==> src/rtl/div_pkg.sv <==
// Shared constants and FSM state type for the sequential signed divider.
package div_pkg;
    localparam int DEF_WIDTH = 32;
    localparam int CNT_W     = 6;

    typedef enum logic [1:0] {
        IDLE = 2'd0,
        RUN  = 2'd1,
        DONE = 2'd2
    } state_t;
endpackage

==> src/rtl/div_step.sv <==
// One restoring shift-subtract step on the {rem,quo} pair.
module div_step #(
    parameter int WIDTH = 32
) (
    input  logic [WIDTH:0]   rem,
    input  logic [WIDTH-1:0] quo,
    input  logic [WIDTH-1:0] divisor_mag,
    output logic [WIDTH:0]   rem_next,
    output logic [WIDTH-1:0] quo_next
);
    logic [WIDTH:0] shifted;
    logic [WIDTH:0] diff;
    logic           ge;

    // rem[WIDTH] is the bit shifted out; if set, the trial is certainly non-negative
    // and the wrapped (WIDTH+1)-bit difference is still exact.
    assign shifted  = {rem[WIDTH-1:0], quo[WIDTH-1]};
    assign ge       = rem[WIDTH] | (shifted >= {1'b0, divisor_mag});
    assign diff     = shifted - {1'b0, divisor_mag};
    assign rem_next = ge ? diff : shifted;
    assign quo_next = {quo[WIDTH-2:0], ge};
endmodule

==> src/rtl/div_seq.sv <==
// Sequential signed divider: WIDTH restoring steps, truncating quotient, div-by-zero flag.
module div_seq
    import div_pkg::*;
#(
    parameter int WIDTH = DEF_WIDTH
) (
    input  logic             clk,
    input  logic             reset,
    input  logic             ctrl_div,
    input  logic [WIDTH-1:0] dividend,
    input  logic [WIDTH-1:0] divisor,
    output logic [WIDTH-1:0] result,
    output logic             exception,
    output logic             ready,
    output logic             busy
);
    state_t           state, state_next;
    logic [CNT_W-1:0] count;
    logic [WIDTH:0]   rem, rem_step;
    logic [WIDTH-1:0] quo, quo_step;
    logic [WIDTH-1:0] dmag;
    logic             sign;
    logic             zero;
    logic             last;

    function automatic logic [WIDTH-1:0] mag(input logic [WIDTH-1:0] v);
        return v[WIDTH-1] ? -v : v;
    endfunction

    assign last = (count == CNT_W'(WIDTH));
    assign busy = (state == RUN);

    div_step #(.WIDTH(WIDTH)) u_step (
        .rem        (rem),
        .quo        (quo),
        .divisor_mag(dmag),
        .rem_next   (rem_step),
        .quo_next   (quo_step)
    );

    always_ff @(posedge clk) begin
        if (!reset) state <= IDLE;
        else        state <= state_next;
    end

    // A strobe restarts from any state, including the completion edge.
    always_comb begin
        state_next = state;
        if (ctrl_div) begin
            state_next = RUN;
        end else begin
            case (state)
                RUN:     if (last) state_next = DONE;
                DONE:    state_next = IDLE;
                default: state_next = state;
            endcase
        end
    end

    always_ff @(posedge clk) begin
        if (!reset) begin
            count     <= '0;
            rem       <= '0;
            quo       <= '0;
            dmag      <= '0;
            sign      <= 1'b0;
            zero      <= 1'b0;
            result    <= '0;
            exception <= 1'b0;
            ready     <= 1'b0;
        end else begin
            ready <= 1'b0;
            if (ctrl_div) begin
                quo   <= mag(dividend);
                dmag  <= mag(divisor);
                sign  <= dividend[WIDTH-1] ^ divisor[WIDTH-1];
                zero  <= (divisor == '0);
                rem   <= '0;
                count <= '0;
            end else if (state == RUN) begin
                if (count != '1) count <= count + 1'b1;
                if (!last) begin
                    rem <= rem_step;
                    quo <= quo_step;
                end else begin
                    result    <= zero ? '0 : (sign ? -quo : quo);
                    exception <= zero;
                    ready     <= 1'b1;
                end
            end
        end
    end
endmodule

==> config.mk <==
export PLATFORM = sky130hd
export DESIGN_NAME = div_seq
export DESIGN_NICKNAME = d
export VERILOG_FILES = /design/src/rtl/div_pkg.sv /design/src/rtl/div_step.sv /design/src/rtl/div_seq.sv
export SDC_FILE = /design/constraint.sdc
export NUM_CORES = 1
export LEC_CHECK = 0
export BUFFER_PORTS_ARGS = -buffer_cell sky130_fd_sc_hd__buf_4
export CORE_ASPECT_RATIO = 0.9
export CORE_MARGIN = 5
export CORE_UTILIZATION = 30
export DETAILED_ROUTE_END_ITERATION = 10
export PLACE_DENSITY = 0.53
export SLEW_MARGIN = 20
export SYNTH_ARGS = -nofsm -noshare
export SYNTH_HDL_FRONTEND = slang
export SYNTH_HIERARCHICAL = 1
export SYNTH_SLANG_ARGS = --single-unit
==> constraint.sdc <==
create_clock -name clk -period 6.8 [get_ports clk]
set_input_delay 1.02 -clock clk [delete_from_list [all_inputs] [get_ports clk]]
set_output_delay 1.02 -clock clk [all_outputs]
set_load 0.01 [all_outputs]
==> metrics.log, run 1 <==
[metrics] total power divided by cell area: 205 nW/µm²
[metrics] initial antenna violation count: 1
[metrics] placed insts: 1,675
[metrics] Final Instance Count excl. Fillers: 1,707
[metrics] total clock sinks: 141
[metrics] fraction of layout cells with a size suffix above 1: 0.140
[metrics] count of buffers added by post-CTS timing repair for setup: 0
[metrics] max frequency: 0.271 GHz
[metrics] Slowest cell on crit path: a21oi_4
[metrics] crit share post-route: 0.543
[metrics] global placer's final weighted congestion: 0.830
[metrics] placeable core area: 32,000 µm²
[metrics] Post-synth EDFFs: 0
[metrics] critical path data arrival time: 3990 ps
[metrics] relative area change from synthesis to final layout: 14.3%
[metrics] Yosys top cell by area: dfxtp_1
[metrics] quantity of I/O buffers inserted on ports: 101
[metrics] maximum VDD drop: 0.134 mV
[metrics] post-synthesis register bit count: 141
[metrics] TritonCTS clock tree: done
[metrics] Initial Util: 0.304
[metrics] wire length of the first global-routing pass: 48,300 µm
[metrics] Post-DRT Antenna Nets: 0
[metrics] worst-path fanout max: 37
[metrics] number of violations reported at the end of detailed-routing iteration 0: 575
[metrics] Final Max Slew Viols: 0
[metrics] number of remaining DRC errors: 0
[metrics] CTS Hold Bufs: 0
[metrics] worst-skew pair later-pin latency: 430 ps
[metrics] headroom to the max-slew limit: 0.347
[metrics] Post-Route Hold Slack: 447 ps
[metrics] antenna diode count: 0
[metrics] Max Buffers Root-to-Sink: 2
[metrics] delay of the slowest critical-path stage: 520 ps
[metrics] number of placement rows: 62
[metrics] vias per cell: 5.27
[metrics] net total in the final layout: 1,383
[metrics] number of global-route vias before repair: 8,733
[metrics] cell count after synthesis: 1,253
[metrics] Cell Area, Synth: 9760 µm²
[metrics] setup repair after global routing missed its margin: no
[metrics] Critical Path RT: 7100 ps
[metrics] half-perimeter wire length of the detailed placement result: 21,600 µm
[metrics] CTS buffer count: 17
[metrics] area share of the largest cell type after synthesis: 0.289
[metrics] ports placed on the boundary: 102
[metrics] cell types with the largest area share after synthesis: dfxtp_1 29%, nand2_1 6.7%, xor2_1 6.6%
[metrics] Post-Synthesis Mean Instance Area: 7.79 µm²
[metrics] Async SR Flop Fraction: 0
[metrics] Yosys warning total: 6
[metrics] worst slew pin tran: 971 ps
[metrics] vias after detailed routing: 8,992
[metrics] die area: 36,200 µm²
[metrics] part of the Yosys area used for sequential elements: 0.289
[metrics] sum of negative setup slack: 0 ps
[metrics] Clock Tree Root: clkbuf_16
[metrics] dominant register cell in the synthesized netlist: dfxtp_1
[metrics] Wirelength per Cell: 17.6 µm
[metrics] H-Tree Depth: 4
[metrics] critical path cell sequence: inv_1 -> ha_1 -> a21o_1 -> nor2b_4 -> a2111oi_4 -> a41oi_2 -> nor4_2 -> o31ai_2 -> a21oi_4 -> buf_4 -> mux2_4 -> nand2_1 -> a21oi_1
[metrics] Crit Path Class: flop to flop
[metrics] CTS clock-pin slew for the worst setup and hold paths: 70 ps
[metrics] class of the tightest hold or removal check: flop to flop
[metrics] Max Clock Skew: 14.6 ps
[metrics] max-cap violations: 0
[metrics] die height: 181 µm
[metrics] pin count of the biggest net entering global routing: 77
[metrics] total track usage: 0.165
[metrics] sort of element at the end of the critical path: flop
[metrics] count of unique library cells instantiated by Yosys: 78
[metrics] reported leakage power: 4.29 nW
[metrics] Final min period: 3690 ps
[metrics] Startpoint Class: flop
[metrics] Fin. Hold Viols: 0
[metrics] post_cts resized: 0
[metrics] count of final setup violators: 0
[metrics] aggregate global routing overflow: 0
[metrics] horizontal die dimension: 200 µm
[metrics] first-pass detailed-route iteration total: 5
[metrics] total nets after synthesis: 1,358
[metrics] status: finished, final reports clean
[metrics] Detailed Route WL: 30,100 µm
[metrics] most frequent cell after synthesis: nand2_1
[metrics] most instantiated cells after synthesis: 173 x nand2_1, 141 x dfxtp_1, 96 x a21oi_1
-- worst max-delay path: cells and delay by family, from the launching register on --
kind / cells / cell delay (ps)
muxes: 1 / 340
DFF: 1 / 320
buffers and inverters: 2 / 510
and+or+nand+nor: 3 / 520
AOI/OAI and AO/OA: 6 / 1470
adders and majority gates: 1 / 370
-- path summary, 6_finish.rpt --
kind             from  endpoint  slack (ps)  cells after the start
max          dmag[12]   rem[24]        3110                     13
min          state[0]  state[1]         450                      2
max reg2reg  dmag[12]   rem[24]        3110                     13
min reg2reg  state[0]  state[1]         450                      2
-- cell type report --
| type | count | area, µm² |
|---|---|---|
| Fill cell | 3393 | 20900 |
| Multi-Input combinational cell | 950 | 6170 |
| Clock buffer | 18 | 429 |
| Tap cell | 416 | 520 |
| Clock inverter | 14 | 173 |
| Timing Repair Buffer | 109 | 818 |
| Sequential cell | 141 | 2820 |
| Inverter | 59 | 221 |
-- registers in the layout, summed over array words and instances, names as in the netlist, 2 cells and up --
| name | flops |
|---|---|
| dmag | 32 |
| state | 2 |
| rem | 33 |
| quo | 32 |
| result | 32 |
| count | 6 |
-- logic make-up (layout without fill, tap and decap cells) --
logic type,count (synthesis),in the layout,share of synthesized area
mux,30,30,0.0337
xor+xnor,107,107,0.0961
buf+inv,162,200,0.0818
flops,141,141,0.289
simple gates,415,415,0.207
fa+ha+maj,38,38,0.0495
compound gates,360,360,0.243
-- routing by layer --
layer  part of all wire  track usage  vias to the layer above
met2               0.45        0.256                      171
met3              0.043       0.0341                       28
li1                   -            -                     4536
met1               0.49        0.234                     4257
met5                  0            0                        -
met4              0.013       0.0372                        0
-- report_power, final --
| part | internal, mW | switching [mW] |
|---|---|---|
| registers | 0.858 | 0.0366 |
| clock network | 0.559 | 0.429 |
| logic | 0.156 | 0.251 |
-- through the flow --
step / worst slack, ps / total power [mW] / util / cell area, µm²
4_1_cts: 3100 / 2.31 / 0.348 / 11100
3_5_place_dp: 2940 / 1.32 / 0.329 / 10500
3_3_place_gp: 2990 / 1.31 / 0.329 / 10500
5_1_grt: 2790 / 2.40 / 0.348 / 11200
2_1_floorplan: 3730 / 1.20 / - / 9760
6_report: 3110 / 2.29 / 0.348 / 11200
-- placed cells by master, fill, tap and decap left out, drive strengths merged, types with 11 or more instances in the layout --
cell type,Yosys,final
nor3,34,34
a21o,15,15
nor4,24,24
xnor2,34,34
ha,37,37
or3,17,17
o41ai,19,19
clkbuf,54,18
a21oi,97,97
xor2,73,73
dfxtp,141,141
nand2,173,173
o2bb2ai,28,28
buf,49,109
o31ai,22,22
inv,59,69
o22ai,11,11
nand4,17,17
nand3,20,20
nor2,73,73
a211oi,11,11
a31oi,16,16
mux2,11,11
o21ai,93,93
mux2i,19,19
Note: power is estimated with default switching activity, not from simulation.
==> run 2, diff against run 1 <==
--- a/config.mk
+++ b/config.mk
@@ -10,7 +10,7 @@
 export CORE_MARGIN = 5
 export CORE_UTILIZATION = 30
 export DETAILED_ROUTE_END_ITERATION = 10
-export PLACE_DENSITY = 0.53
+export PLACE_DENSITY = 0.55
 export SLEW_MARGIN = 20
 export SYNTH_ARGS = -nofsm -noshare
 export SYNTH_HDL_FRONTEND = slang
==> constraint.sdc (replaced) <==
create_clock -name clk -period 3.3 [get_ports clk]
set_input_delay 0.495 -clock clk [delete_from_list [all_inputs] [get_ports clk]]
set_output_delay 0.495 -clock clk [all_outputs]
set_load 0.01 [all_outputs]
==> run 2 against run 1 <==
Net effect:
- sequential share of layout area decreased by 0.45 points
- clock skew decreased by 0.69 ps
- cell count is 1.2% higher
- critical path type unchanged
- largest cell class unchanged
==> metrics.log, run 2 (synthesis results as in run 1) <==
[metrics] status: finished, final reports clean
[metrics] critical path data arrival time: 3360 ps
[metrics] max-cap violations: 0
[metrics] Startpoint Class: flop
[metrics] ports placed on the boundary: 102
[metrics] die height: 181 µm
[metrics] worst-path fanout max: 32
[metrics] number of global-route vias before repair: 8,471
[metrics] TritonCTS clock tree: done
[metrics] number of placement rows: 62
[metrics] post_cts resized: 0
[metrics] Fin. Hold Viols: 0
[metrics] worst slew pin tran: 913 ps
[metrics] Worst Path Buf+Inv: 2
[metrics] class of the tightest hold or removal check: primary input to flop
[metrics] crit share post-route: 0.937
[metrics] Critical Path RT: 3570 ps
[metrics] sum of negative setup slack: 0 ps
[metrics] fraction of layout cells with a size suffix above 1: 0.154
[metrics] count of final setup violators: 0
[metrics] total clock sinks: 141
[metrics] aggregate global routing overflow: 0
[metrics] vias after detailed routing: 9,091
[metrics] H-Tree Depth: 4
[metrics] worst-skew pair later-pin latency: 420 ps
[metrics] total power divided by cell area: 409 nW/µm²
[metrics] Detailed Route WL: 29,000 µm
[metrics] reported leakage power: 4.40 nW
[metrics] Final Instance Count excl. Fillers: 1,728
[metrics] Max Clock Skew: 13.9 ps
[metrics] most common cell after layout, fill and taps aside: nand2_1
[metrics] antenna diode count: 0
[metrics] Post-Place Setup Slack: 158 ps
[metrics] Clock Tree Root: clkbuf_16
[metrics] post-route core utilization: 0.354
[metrics] vias per cell: 5.26
[metrics] Initial Util: 0.304
[metrics] count of buffers added by post-CTS timing repair for setup: 0
[metrics] placed insts: 1,695
[metrics] maximum VDD drop: 0.256 mV
[metrics] Wirelength per Cell: 16.8 µm
[metrics] Post-Route Hold Slack: 353 ps
[metrics] initial antenna violation count: 0
[metrics] Final Max Slew Viols: 0
[metrics] relative area change from synthesis to final layout: 16.4%
[metrics] headroom to the max-slew limit: 0.391
[metrics] Slowest cell on crit path: ha_1
[metrics] pin count of the biggest net entering global routing: 55
[metrics] CTS buffer count: 17
[metrics] half-perimeter wire length of the detailed placement result: 21,500 µm
[metrics] final worst-path setup slack: 209 ps
[metrics] setup repair after global routing missed its margin: no
[metrics] Reg with most FFs: rem
[metrics] total track usage: 0.157
[metrics] most used cells in the layout excluding fill and tap cells: 172 x nand2_1, 141 x dfxtp_1, 128 x buf_4
[metrics] delay of the slowest critical-path stage: 370 ps
[metrics] post-layout total power: 4.65 mW
[metrics] global placer's final weighted congestion: 0.858
[metrics] quantity of I/O buffers inserted on ports: 101
[metrics] final design area excluding fillers: 11,400 µm²
[metrics] Crit Path Class: flop to flop
[metrics] Final min period: 3090 ps
[metrics] CTS Hold Bufs: 0
[metrics] number of violations reported at the end of detailed-routing iteration 0: 632
[metrics] Post-DRT Antenna Nets: 0
[metrics] horizontal die dimension: 200 µm
[metrics] first-pass detailed-route iteration total: 5
[metrics] Max Buffers Root-to-Sink: 2
[metrics] max frequency: 0.324 GHz
[metrics] placeable core area: 32,000 µm²
[metrics] Top delay family on crit path: compound AO/OA/AOI/OAI gates
[metrics] sort of element at the end of the critical path: flop
[metrics] critical path cell sequence: inv_1 -> ha_1 -> a21o_1 -> nor2b_4 -> a2111oi_4 -> a41oi_2 -> nor4_4 -> o31ai_4 -> a21oi_4 -> buf_12 -> mux2_4 -> nand2_1 -> a21oi_1
[metrics] wire length of the first global-routing pass: 46,400 µm
[metrics] CTS clock-pin slew for the worst setup and hold paths: 60 ps
[metrics] net total in the final layout: 1,404
[metrics] standard cell area after detailed placement: 10,700 µm²
[metrics] max FFs per register: 33
[metrics] number of remaining DRC errors: 0
[metrics] die area: 36,200 µm²
[run 2: cell count changes in the layout (fill, tap and decap cells not counted), moves of 2 or more]
cell	previous run	this run
clkinv_8	0	4
inv_8	5	1
clkinv_4	0	2
buf_4	109	128
nor4_2	3	1
[run 2: worst paths after layout]
kind           startpoint        to  slack (ps)  cells past startpoint
max reg2reg      dmag[12]    rem[5]         210                     13
min          dividend[24]   quo[24]         350                      2
max              dmag[12]    rem[5]         210                     13
min reg2reg      state[0]  state[1]         450                      2
[run 2: final cells by class]
cell class	instances	area, µm²
fill	3354	20700
multi-input combinational	950	6180
sequential	141	2820
timing repair buffer	130	1010
tap	416	520
clock buffer	17	425
inverter	59	221
clock inverter	15	179
[run 2: power by group]
| part | total, mW | switching [mW] | internal [mW] | leakage (nW) |
|---|---|---|---|---|
| clock | 1.95 | 0.870 | 1.08 | 0.288 |
| combinational | 0.858 | 0.517 | 0.341 | 2.96 |
| sequential | 1.84 | 0.0746 | 1.77 | 1.15 |
[run 2: worst register-to-register path: stages, from the launching register on]
cell       delay [ps]
dfxtp_1           320
inv_1              40
ha_1              370
a21o_1            240
nor2b_4           140
a2111oi_4         300
a41oi_2           210
nor4_4            320
o31ai_4           110
a21oi_4           250
buf_12            210
mux2_4            320
nand2_1            60
a21oi_1            60
[run 2: layer usage]
layer | part of all wire | track usage
met5 | 0 | 0
met4 | 0.013 | 0.0410
met3 | 0.041 | 0.0225
met2 | 0.44 | 0.243
met1 | 0.50 | 0.228
